--- src/rtl/exc_ctrl_pkg.sv ---
// Pipeline definitions shared by the exception controller and its users.
// Latency: n/a (types, constants and a helper function only).
// Backpressure: n/a.
package exc_ctrl_pkg;

    // Bit positions inside the decode vector
    localparam int VEC_VLD_BIT = 4;

    // Cause codes
    localparam logic [3:0] CAUSE_TRAP0 = 4'h0;
    localparam logic [3:0] CAUSE_TRAP1 = 4'h1;
    localparam logic [3:0] CAUSE_TRAP2 = 4'h2;
    localparam logic [3:0] CAUSE_TRAP3 = 4'h3;
    localparam logic [3:0] CAUSE_TRAP4 = 4'h4;
    localparam logic [3:0] CAUSE_TRAP5 = 4'h5;
    localparam logic [3:0] CAUSE_TRAP6 = 4'h6;
    localparam logic [3:0] CAUSE_TRAP7 = 4'h7;
    localparam logic [3:0] CAUSE_UNDEF = 4'h8;
    localparam logic [3:0] CAUSE_INT   = 4'hF;

    // Mode encodings for s_u
    localparam logic S_USER  = 1'b1;
    localparam logic S_SUPER = 1'b0;

    // Default handler layout and flush length
    localparam logic [31:0] DEF_VEC_BASE     = 32'h0000_0080;
    localparam int          DEF_VEC_SH       = 3;
    localparam int          DEF_FLUSH_CYCLES = 2;

    typedef enum logic {
        ST_IDLE  = 1'b0,
        ST_FLUSH = 1'b1
    } state_e;

    // Handler entry address; the add wraps at 32 bits.
    function automatic logic [31:0] handler_addr(input logic [31:0] base,
                                                 input logic [3:0]  c,
                                                 input int unsigned sh);
        return base + ({28'b0, c} << sh);
    endfunction

endpackage

--- src/rtl/exc_ctrl_if.sv ---
// Decode-to-exception-controller bus plus the controller's status/redirect outputs.
// Latency: n/a (wires only).
// Backpressure: none; events are single-cycle and ignored while the controller is busy.
//
// master: decode side, drives vector_in/rfe/ext_int/epc_in, observes the rest.
// slave : exc_ctrl, consumes the event inputs, drives mode/flush/redirect/status.
interface exc_ctrl_if;
    logic [4:0]  vector_in;  // [4] exception valid, [3:0] cause
    logic        rfe;        // return-from-exception decoded
    logic        ext_int;    // level-sensitive external interrupt
    logic [31:0] epc_in;     // PC of the instruction carrying the event
    logic        s_u;        // 1 = user, 0 = supervisor
    logic        flush;      // squash IF/ID/EX
    logic        redirect;   // one-cycle fetch redirect pulse
    logic [31:0] target;     // redirect address
    logic [31:0] epc;        // saved exception PC
    logic [3:0]  cause;      // saved cause code
    logic        busy;       // controller not idle

    modport master (
        output vector_in, rfe, ext_int, epc_in,
        input  s_u, flush, redirect, target, epc, cause, busy
    );

    modport slave (
        input  vector_in, rfe, ext_int, epc_in,
        output s_u, flush, redirect, target, epc, cause, busy
    );
endinterface

--- src/rtl/exc_ctrl.sv ---
// Exception/interrupt responder: saves EPC/cause/mode, flushes, redirects fetch; rfe restores.
// Latency: flush rises 1 cycle after acceptance, lasts FLUSH_CYCLES; redirect on the last flush cycle.
// Backpressure: none; all events are dropped while busy (the instructions are being squashed).
//
// Ports: clk, reset (async, active-high); bus (exc_ctrl_if.slave) carries vector_in, rfe,
// ext_int, epc_in in and s_u, flush, redirect, target, epc, cause, busy out.
module exc_ctrl
    import exc_ctrl_pkg::*;
#(
    parameter logic [31:0] VEC_BASE     = DEF_VEC_BASE,
    parameter int          VEC_SH       = DEF_VEC_SH,
    parameter int          FLUSH_CYCLES = DEF_FLUSH_CYCLES,
    parameter logic [3:0]  INT_CAUSE    = CAUSE_INT
) (
    input  logic       clk,
    input  logic       reset,
    exc_ctrl_if.slave  bus
);

    localparam int             CNT_W    = $clog2(FLUSH_CYCLES + 1);
    localparam logic [CNT_W-1:0] CNT_LOAD = CNT_W'(FLUSH_CYCLES - 1);

    state_e            state_q, state_d;
    logic [CNT_W-1:0]  cnt_q, cnt_d;
    logic              s_u_q, s_u_d;
    logic              saved_su_q, saved_su_d;
    logic [31:0]       epc_q, epc_d;
    logic [3:0]        cause_q, cause_d;
    logic [31:0]       target_q, target_d;
    logic              flush_q, flush_d;
    logic              redirect_q, redirect_d;

    logic              take_exc;
    logic              take_int;
    logic              take_rfe;
    logic [3:0]        evt_cause;

    always_comb begin
        state_d    = state_q;
        cnt_d      = cnt_q;
        s_u_d      = s_u_q;
        saved_su_d = saved_su_q;
        epc_d      = epc_q;
        cause_d    = cause_q;
        target_d   = target_q;
        flush_d    = 1'b0;
        redirect_d = 1'b0;

        // Priority: exception > interrupt (user mode only) > rfe
        take_exc  = bus.vector_in[VEC_VLD_BIT];
        take_int  = !take_exc && bus.ext_int && (s_u_q == S_USER);
        take_rfe  = !take_exc && !take_int && bus.rfe;
        evt_cause = take_exc ? bus.vector_in[3:0] : INT_CAUSE;

        case (state_q)
            ST_IDLE: begin
                if (take_exc || take_int) begin
                    epc_d      = bus.epc_in;
                    cause_d    = evt_cause;
                    saved_su_d = s_u_q;
                    s_u_d      = S_SUPER;
                    target_d   = handler_addr(VEC_BASE, evt_cause, VEC_SH);
                end else if (take_rfe) begin
                    s_u_d    = saved_su_q;
                    target_d = epc_q;
                end
                if (take_exc || take_int || take_rfe) begin
                    state_d    = ST_FLUSH;
                    cnt_d      = CNT_LOAD;
                    flush_d    = 1'b1;
                    // A one-cycle flush must redirect in its only cycle.
                    redirect_d = (CNT_LOAD == '0);
                end
            end
            ST_FLUSH: begin
                if (cnt_q == '0) begin
                    state_d = ST_IDLE;
                end else begin
                    cnt_d      = cnt_q - CNT_W'(1);
                    flush_d    = 1'b1;
                    redirect_d = (cnt_d == '0);
                end
            end
            default: begin
                state_d = ST_IDLE;
            end
        endcase
    end

    always_ff @(posedge clk or posedge reset) begin
        if (reset) begin
            state_q    <= ST_IDLE;
            cnt_q      <= '0;
            s_u_q      <= S_SUPER;
            saved_su_q <= S_SUPER;
            epc_q      <= '0;
            cause_q    <= '0;
            target_q   <= '0;
            flush_q    <= 1'b0;
            redirect_q <= 1'b0;
        end else begin
            state_q    <= state_d;
            cnt_q      <= cnt_d;
            s_u_q      <= s_u_d;
            saved_su_q <= saved_su_d;
            epc_q      <= epc_d;
            cause_q    <= cause_d;
            target_q   <= target_d;
            flush_q    <= flush_d;
            redirect_q <= redirect_d;
        end
    end

    assign bus.s_u      = s_u_q;
    assign bus.flush    = flush_q;
    assign bus.redirect = redirect_q;
    assign bus.target   = target_q;
    assign bus.epc      = epc_q;
    assign bus.cause    = cause_q;
    assign bus.busy     = (state_q != ST_IDLE);

endmodule

--- src/flat_wrapper.sv ---
// flat-port wrapper written by rule: the top's interface ports become plain ports
module exc_ctrl_flat import exc_ctrl_pkg::*;
#(
    parameter logic [31:0] VEC_BASE     = DEF_VEC_BASE,
    parameter int          VEC_SH       = DEF_VEC_SH,
    parameter int          FLUSH_CYCLES = DEF_FLUSH_CYCLES,
    parameter logic [3:0]  INT_CAUSE    = CAUSE_INT
)
  (clk, reset, bus_vector_in, bus_rfe, bus_ext_int, bus_epc_in, bus_s_u, bus_flush, bus_redirect, bus_target, bus_epc, bus_cause, bus_busy);
  exc_ctrl_if bus_i ();
  input  logic clk;
  input  logic reset;
  input wire logic [$bits(bus_i.vector_in)-1:0] bus_vector_in;
  input wire logic [$bits(bus_i.rfe)-1:0] bus_rfe;
  input wire logic [$bits(bus_i.ext_int)-1:0] bus_ext_int;
  input wire logic [$bits(bus_i.epc_in)-1:0] bus_epc_in;
  output wire logic [$bits(bus_i.s_u)-1:0] bus_s_u;
  output wire logic [$bits(bus_i.flush)-1:0] bus_flush;
  output wire logic [$bits(bus_i.redirect)-1:0] bus_redirect;
  output wire logic [$bits(bus_i.target)-1:0] bus_target;
  output wire logic [$bits(bus_i.epc)-1:0] bus_epc;
  output wire logic [$bits(bus_i.cause)-1:0] bus_cause;
  output wire logic [$bits(bus_i.busy)-1:0] bus_busy;
  assign bus_i.vector_in = bus_vector_in;
  assign bus_i.rfe = bus_rfe;
  assign bus_i.ext_int = bus_ext_int;
  assign bus_i.epc_in = bus_epc_in;
  assign bus_s_u = bus_i.s_u;
  assign bus_flush = bus_i.flush;
  assign bus_redirect = bus_i.redirect;
  assign bus_target = bus_i.target;
  assign bus_epc = bus_i.epc;
  assign bus_cause = bus_i.cause;
  assign bus_busy = bus_i.busy;
  exc_ctrl #(.VEC_BASE(VEC_BASE), .VEC_SH(VEC_SH), .FLUSH_CYCLES(FLUSH_CYCLES), .INT_CAUSE(INT_CAUSE)) u_core (.clk(clk), .reset(reset), .bus(bus_i));
endmodule
--- config.mk ---
export PLATFORM = sky130hd
export DESIGN_NAME = exc_ctrl_flat
export DESIGN_NICKNAME = d
export VERILOG_FILES = /design/src/rtl/exc_ctrl_pkg.sv /design/src/rtl/exc_ctrl_if.sv /design/src/rtl/exc_ctrl.sv /design/src/flat_wrapper.sv
export SDC_FILE = /design/constraint.sdc
export NUM_CORES = 1
export LEC_CHECK = 0
export CORE_UTILIZATION = 39
export DETAILED_ROUTE_END_ITERATION = 10
export PLACE_DENSITY = 0.79
export SLEW_MARGIN = 20
export SYNTH_ARGS = -nofsm -noshare
export SYNTH_HDL_FRONTEND = slang
export SYNTH_SLANG_ARGS = --single-unit
--- constraint.sdc ---
create_clock -name clk -period 2.4 [get_ports clk]
set_clock_uncertainty 0.15 [all_clocks]
set_input_delay 0.36 -clock clk [delete_from_list [all_inputs] [get_ports clk]]
set_output_delay 0.36 -clock clk [all_outputs]
set_load 0.01 [all_outputs]
; ---- Yosys cells after proc, flatten, opt, wreduce, memory -nomap -nowiden
; Cells that the tools add are included.
[totals]
reg_bits = 74
memories = 0
romBits = 0
latch_bits = 0
ram_bits = 0
out_inout_bits = 72
[classes]
order_cmp = 0
shifts = 0
addsub = 2
div = 0
n_mux = 13
eq_ne = 2
bitwise_logic = 1
n_mul = 0
reduce_logical = 14
[ops]
columns = op, count
row1 = $mux W32, 2
row2 = $add A8 B7 Y9 const A, 1
row3 = $reduce_and A2 Y1, 3
row4 = $mux W1, 5
row5 = $logic_and A1 B1 Y1, 4
row6 = $logic_not A2 Y1, 2
row7 = $mux W2, 2
row8 = $mux W4, 1
row9 = $pmux W1 S2, 2
row10 = $pmux W2 S2, 1
row11 = $logic_not A1 Y1, 2
row12 = $logic_or A1 B1 Y1, 2
row13 = $ne A2 B1 Y1 const B, 1
row14 = $ne A2 B2 Y1 const B, 1
row15 = $reduce_bool A2 Y1, 1
row16 = $sub A2 B1 Y2 const B, 1
row17 = $not A1 Y1, 1

; ---- Longest topological paths before layout
[logic_depth]
depth_word = 9
mapped_depth = 5
mapped_depth_nobuf = 5

; ---- Least setup slack after synthesis
; OpenSTA, ideal clock, no wires.
[synth_path]
kind = flip-flop to flip-flop
from = reg u_core.s_u_q, in the netlist u_core.bus.s_u
to = reg u_core.epc_q[0], in the netlist u_core.bus.epc[0]
required_ps = 2125
setup_time_ps = 125
path_buffers = 1
path_slack_ps = 860
synth_period_minus_slack_ps = 1540
t_arrival_ps = 1265
stages_incl_launch_ff = 5
cell_sequence = dfrtp_1 a21oi_4 nor2_8 buf_6 mux2_4
[synth_via]
elab_chain_cells = 3
[synth_lines]
columns = item, line_no
row1 = start: declaration, exc_ctrl.sv:25  ; logic s_u_q, s_u_d;
row2 = start signal: assignment, exc_ctrl.sv:104  ; s_u_q <= s_u_d;
row3 = $logic_and A1 B1 Y1, exc_ctrl.sv:51  ; take_int = !take_exc && bus.ext_int && (s_u_q == S_USER);
row4 = $logic_or A1 B1 Y1, exc_ctrl.sv:57  ; if (take_exc || take_int) begin
row5 = $reduce_and A2 Y1 (no source line), -
row6 = end signal: assignment, exc_ctrl.sv:106  ; epc_q <= epc_d;
row7 = end: declaration, exc_ctrl.sv:27  ; logic [31:0] epc_q, epc_d;
; Every way passes these cells.
; A chain may end at the register's enable or synchronous reset.

; ---- Worst setup path after layout
[layout_path]
from = reg u_core.flush_q, in the netlist u_core.bus.flush
to = out bus_flush
[layout_lines]
columns = item, line_no
row1 = start: declaration, exc_ctrl.sv:30  ; logic flush_q, flush_d;
row2 = start signal: assignment, exc_ctrl.sv:109  ; flush_q <= flush_d;
row3 = end: declaration, flat_wrapper.sv:18  ; output wire logic [$bits(bus_i.flush)-1:0] bus_flush;
; No word-level cell between the ends.

==> flow_results.xml <==
<?xml version="1.0" encoding="UTF-8"?>
<metrics>
  <group name="die">
    <metric name="area_of_the_core" unit="µm²">7290</metric>
    <metric name="top_level_ports" unit="">113</metric>
    <metric name="dieHeight" unit="µm">89.2</metric>
    <metric name="floorplan.die_area" unit="µm²">7960</metric>
    <metric name="placementRows" unit="">31</metric>
    <metric name="initial_util" unit="%">40.7</metric>
    <metric name="floorplan.die.width" unit="µm">89.2</metric>
  </group>
  <group name="grt">
    <metric name="global_route.overflow_total" unit="">0</metric>
    <metric name="grt_first_pass_wirelength" unit="µm">10600</metric>
    <metric name="number_of_global_route_vias_before_repair" unit="">2164</metric>
    <metric name="global_route.usage.total" unit="%">18.0</metric>
    <metric name="antenna_found_initial" unit="">0</metric>
    <metric name="largest_net_degree_at_the_start_of_global_routing" unit="">75</metric>
  </group>
  <group name="clocking">
    <metric name="cts_buffer_depth" unit="">2</metric>
    <metric name="cts_max_level" unit="">3</metric>
    <metric name="cts_root_buffer" unit="">clkbuf_8</metric>
    <metric name="cts_resized" unit="">0</metric>
    <metric name="path_clk_slew" unit="ns">0.08</metric>
    <metric name="tritoncts" unit="">yes</metric>
    <metric name="clk_lat_worst_skew" unit="ns">0.34</metric>
    <metric name="number_of_sinks_on_the_clock_net" unit="">74</metric>
    <metric name="cts_buffers" unit="">9</metric>
    <metric name="cts.hold.buffers_added" unit="">0</metric>
    <metric name="postCtsSetupBuffers" unit="">0</metric>
  </group>
  <group name="setup_path">
    <metric name="r2r_end" unit="">u_core.bus.epc[11]</metric>
    <metric name="worst_path_max_delay_cell" unit="">clkdlybuf4s50_1</metric>
    <metric name="arrival" unit="ns">1.58</metric>
    <metric name="rr_startpoint" unit="">u_core.bus.flush</metric>
    <metric name="cp_top_family" unit="">buffers and inverters</metric>
    <metric name="cp_num_buf_inv" unit="">1</metric>
    <metric name="critPathMaxStageDelay" unit="ns">0.63</metric>
    <metric name="flop2flop_setup_slack" unit="ns">0.61</metric>
    <metric name="critical_path.max_fanout" unit="">15</metric>
    <metric name="cp.required" unit="ns">1.89</metric>
    <metric name="critical_path_class" unit="">reg2out</metric>
    <metric name="ff2ff_path_depth" unit="">4</metric>
    <metric name="crit_path_cell_trace" unit="">clkdlybuf4s50_1</metric>
    <metric name="crit_path_end_kind" unit="">output pin</metric>
    <metric name="worst_setup_path_start_kind" unit="">register</metric>
  </group>
  <group name="cells_and_area">
    <metric name="final_design_area_no_fill" unit="µm²">4450</metric>
    <metric name="fillers" unit="">612</metric>
    <metric name="final_nets" unit="">353</metric>
    <metric name="post_route_cells_drive_above_1_share" unit="%">19.4</metric>
    <metric name="area_growth" unit="%">50.0</metric>
    <metric name="antenna-diode-count" unit="">0</metric>
  </group>
  <group name="sta">
    <metric name="final_max_slew_viol_count" unit="">0</metric>
    <metric name="finalHoldViolCount" unit="">0</metric>
    <metric name="setup_viol" unit="">0</metric>
    <metric name="period_utilization_post_route" unit="%">86.9</metric>
    <metric name="max_slew_margin" unit="%">71.8</metric>
    <metric name="postLayoutSetupSlackWorst" unit="ns">0.315</metric>
    <metric name="final_period_minus_worst_setup_slack" unit="ns">2.09</metric>
    <metric name="grt_setup_unrepaired" unit="">false</metric>
    <metric name="setup_tns_after_final_layout" unit="ns">0</metric>
    <metric name="highest_attainable_clock_frequency" unit="MHz">480</metric>
    <metric name="timing_worst_slew_pin_value" unit="ns">0.423</metric>
  </group>
  <group name="drt">
    <metric name="drt_iter0_markers" unit="">49</metric>
    <metric name="post_drt_via_cell_ratio" unit="">4.90</metric>
    <metric name="drtPass1Iterations" unit="">4</metric>
    <metric name="route.vias.total" unit="">2027</metric>
    <metric name="drt_drc_violations_left" unit="">0</metric>
    <metric name="drtAntennaViolNets" unit="">0</metric>
    <metric name="totalWireLength" unit="µm">6800</metric>
    <metric name="wire_per_inst" unit="µm">16.4</metric>
  </group>
  <group name="yosys">
    <metric name="synth_top_area_share" unit="%">62.4</metric>
    <metric name="synth.yosys.seq_area_share" unit="%">62.4</metric>
    <metric name="yosys_warnings" unit="">0</metric>
    <metric name="synthesis.area" unit="µm²">2970</metric>
    <metric name="synth_cell_type_count" unit="">29</metric>
    <metric name="synth_cells" unit="">190</metric>
    <metric name="ys_seq_elements" unit="">74</metric>
    <metric name="mappedNetlistNets" unit="">233</metric>
    <metric name="avgSynthCellArea" unit="µm²">15.6</metric>
    <metric name="synth_top_cell_by_area" unit="">dfrtp_1</metric>
    <metric name="synth.top_cells.by_area" unit="">dfrtp_1 62%, mux2_4 14%, a22o_1 8.3%, buf_6 2.3%, mux2_2 2.3%</metric>
  </group>
  <group name="pwr">
    <metric name="power.static_leakage" unit="µW">0.00199</metric>
    <metric name="irDropWorstVdd" unit="V">0.000602</metric>
    <metric name="cellPowerDensity" unit="nW/µm²">1400</metric>
    <metric name="p_total" unit="µW">6240</metric>
  </group>
  <group name="place">
    <metric name="place.port_buffers" unit="">112</metric>
    <metric name="gp_congestion" unit="">0.750</metric>
    <metric name="dpl.hpwl" unit="µm">4810</metric>
    <metric name="place_ws" unit="ns">0.259</metric>
    <metric name="placed_area" unit="µm²">4210</metric>
  </group>
  <group name="hold_path">
    <metric name="holdCritPathClass" unit="">in2async</metric>
  </group>
  <group name="run">
    <metric name="timing.max_cap.violations" unit="">0</metric>
  </group>
  <group name="run_status">
    <metric name="run_status" unit="">finished clean</metric>
  </group>
</metrics>
[worst max path at each step]
stage                startpoint                   to  cells past startpoint
2_1_floorplan             reset  u_core.bus.cause[0]                      1
3_3_place_gp   bus_vector_in[4]    u_core.bus.epc[3]                      5
3_5_place_dp   bus_vector_in[4]   u_core.bus.epc[11]                      5
4_1_cts        u_core.bus.flush            bus_flush                      1
6_report       u_core.bus.flush            bus_flush                      1
5_1_grt        u_core.bus.flush            bus_flush                      1
[flip-flops by register name, indices dropped and copies added, names as in the netlist]
signal	cells
u_core.bus.cause	4
u_core.bus.epc	32
u_core.bus.flush	1
u_core.bus.redirect	1
u_core.bus.s_u	1
u_core.bus.target	32
u_core.cnt_q	2
u_core.saved_su_q	1
[stage by stage]
step	utilization, %	hold slack [ns]	std cells
after global placement	57.7	0.312	398
after detailed placement	57.7	0.325	398
after global routing	61.1	0.289	414
final	61.1	0.264	414
after floorplan	-	0.316	190
after CTS	61.1	0.281	414
[report_power, final]
group | switching (µW) | leakage (µW) | internal, µW
combinational | 1010 | 0.000960 | 1770
clock | 439 | 0.000121 | 722
sequential | 443 | 0.000914 | 1850
[placed cells by master, fill, tap and decap left out, drive strengths merged, types with 2 or more instances in the layout]
master           n
a21o             5
a21oi            3
a221oi           3
a22o            28
buf              8
bufinv           3
clkbuf          12
clkdlybuf4s50  112
dfrtp           74
ha               2
inv             10
mux2            33
nand2            6
nor2             2
o32a             3
[area by class of cell]
cell class	count	area, µm²	share of cell area (%)
Sequential cell	74	1850	41.6
Timing Repair Buffer	120	1210	27.1
Multi-Input combinational cell	95	990	22.2
Clock buffer	12	145	3.26
Tap cell	99	124	2.78
Clock inverter	4	98.8	2.22
Inverter	10	37.5	0.843
[Yosys cell counts (all sizes together)]
cell     count
o21ai        1
buf          9
nand2        6
and2         1
ha           2
o32ai        1
a21oi        3
nor3         1
or2          1
o32a         3
nor2         2
a2bb2oi      1
nand2b       1
a22o        28
dfrtp       74
o21a         1
a221oi       3
mux2        33
clkbuf       2
inv         10
a21o         5
o22ai        1
o31ai        1
[per-layer routing]
layer	routed length (µm)	global-route usage (%)	vias up
met4	127	8.51	0
met5	0	0	-
met1	2860	22.6	1016
met2	3430	29.5	67
met3	388	4.34	12
li1	-	-	932
[worst reg2reg max path, cell delays in order (launching register included)]
cell and delay, ns:
dfrtp_1 0.53, buf_4 0.25, nor2_8 0.12, buf_4 0.28, mux2_4 0.34
[logic make-up (layout without fill, tap and decap cells)]
kind of cell | count (synthesis) | in the layout | synth area share [%]
and+or+nand+nor | 12 | 12 | 2.53
DFF | 74 | 74 | 62.4
buffers and inverters | 21 | 146 | 4.47
AOI/OAI and AO/OA | 48 | 48 | 13.8
muxes | 33 | 33 | 15.9
adders and majority gates | 2 | 2 | 0.843
Power figures use the tool's default switching activity.
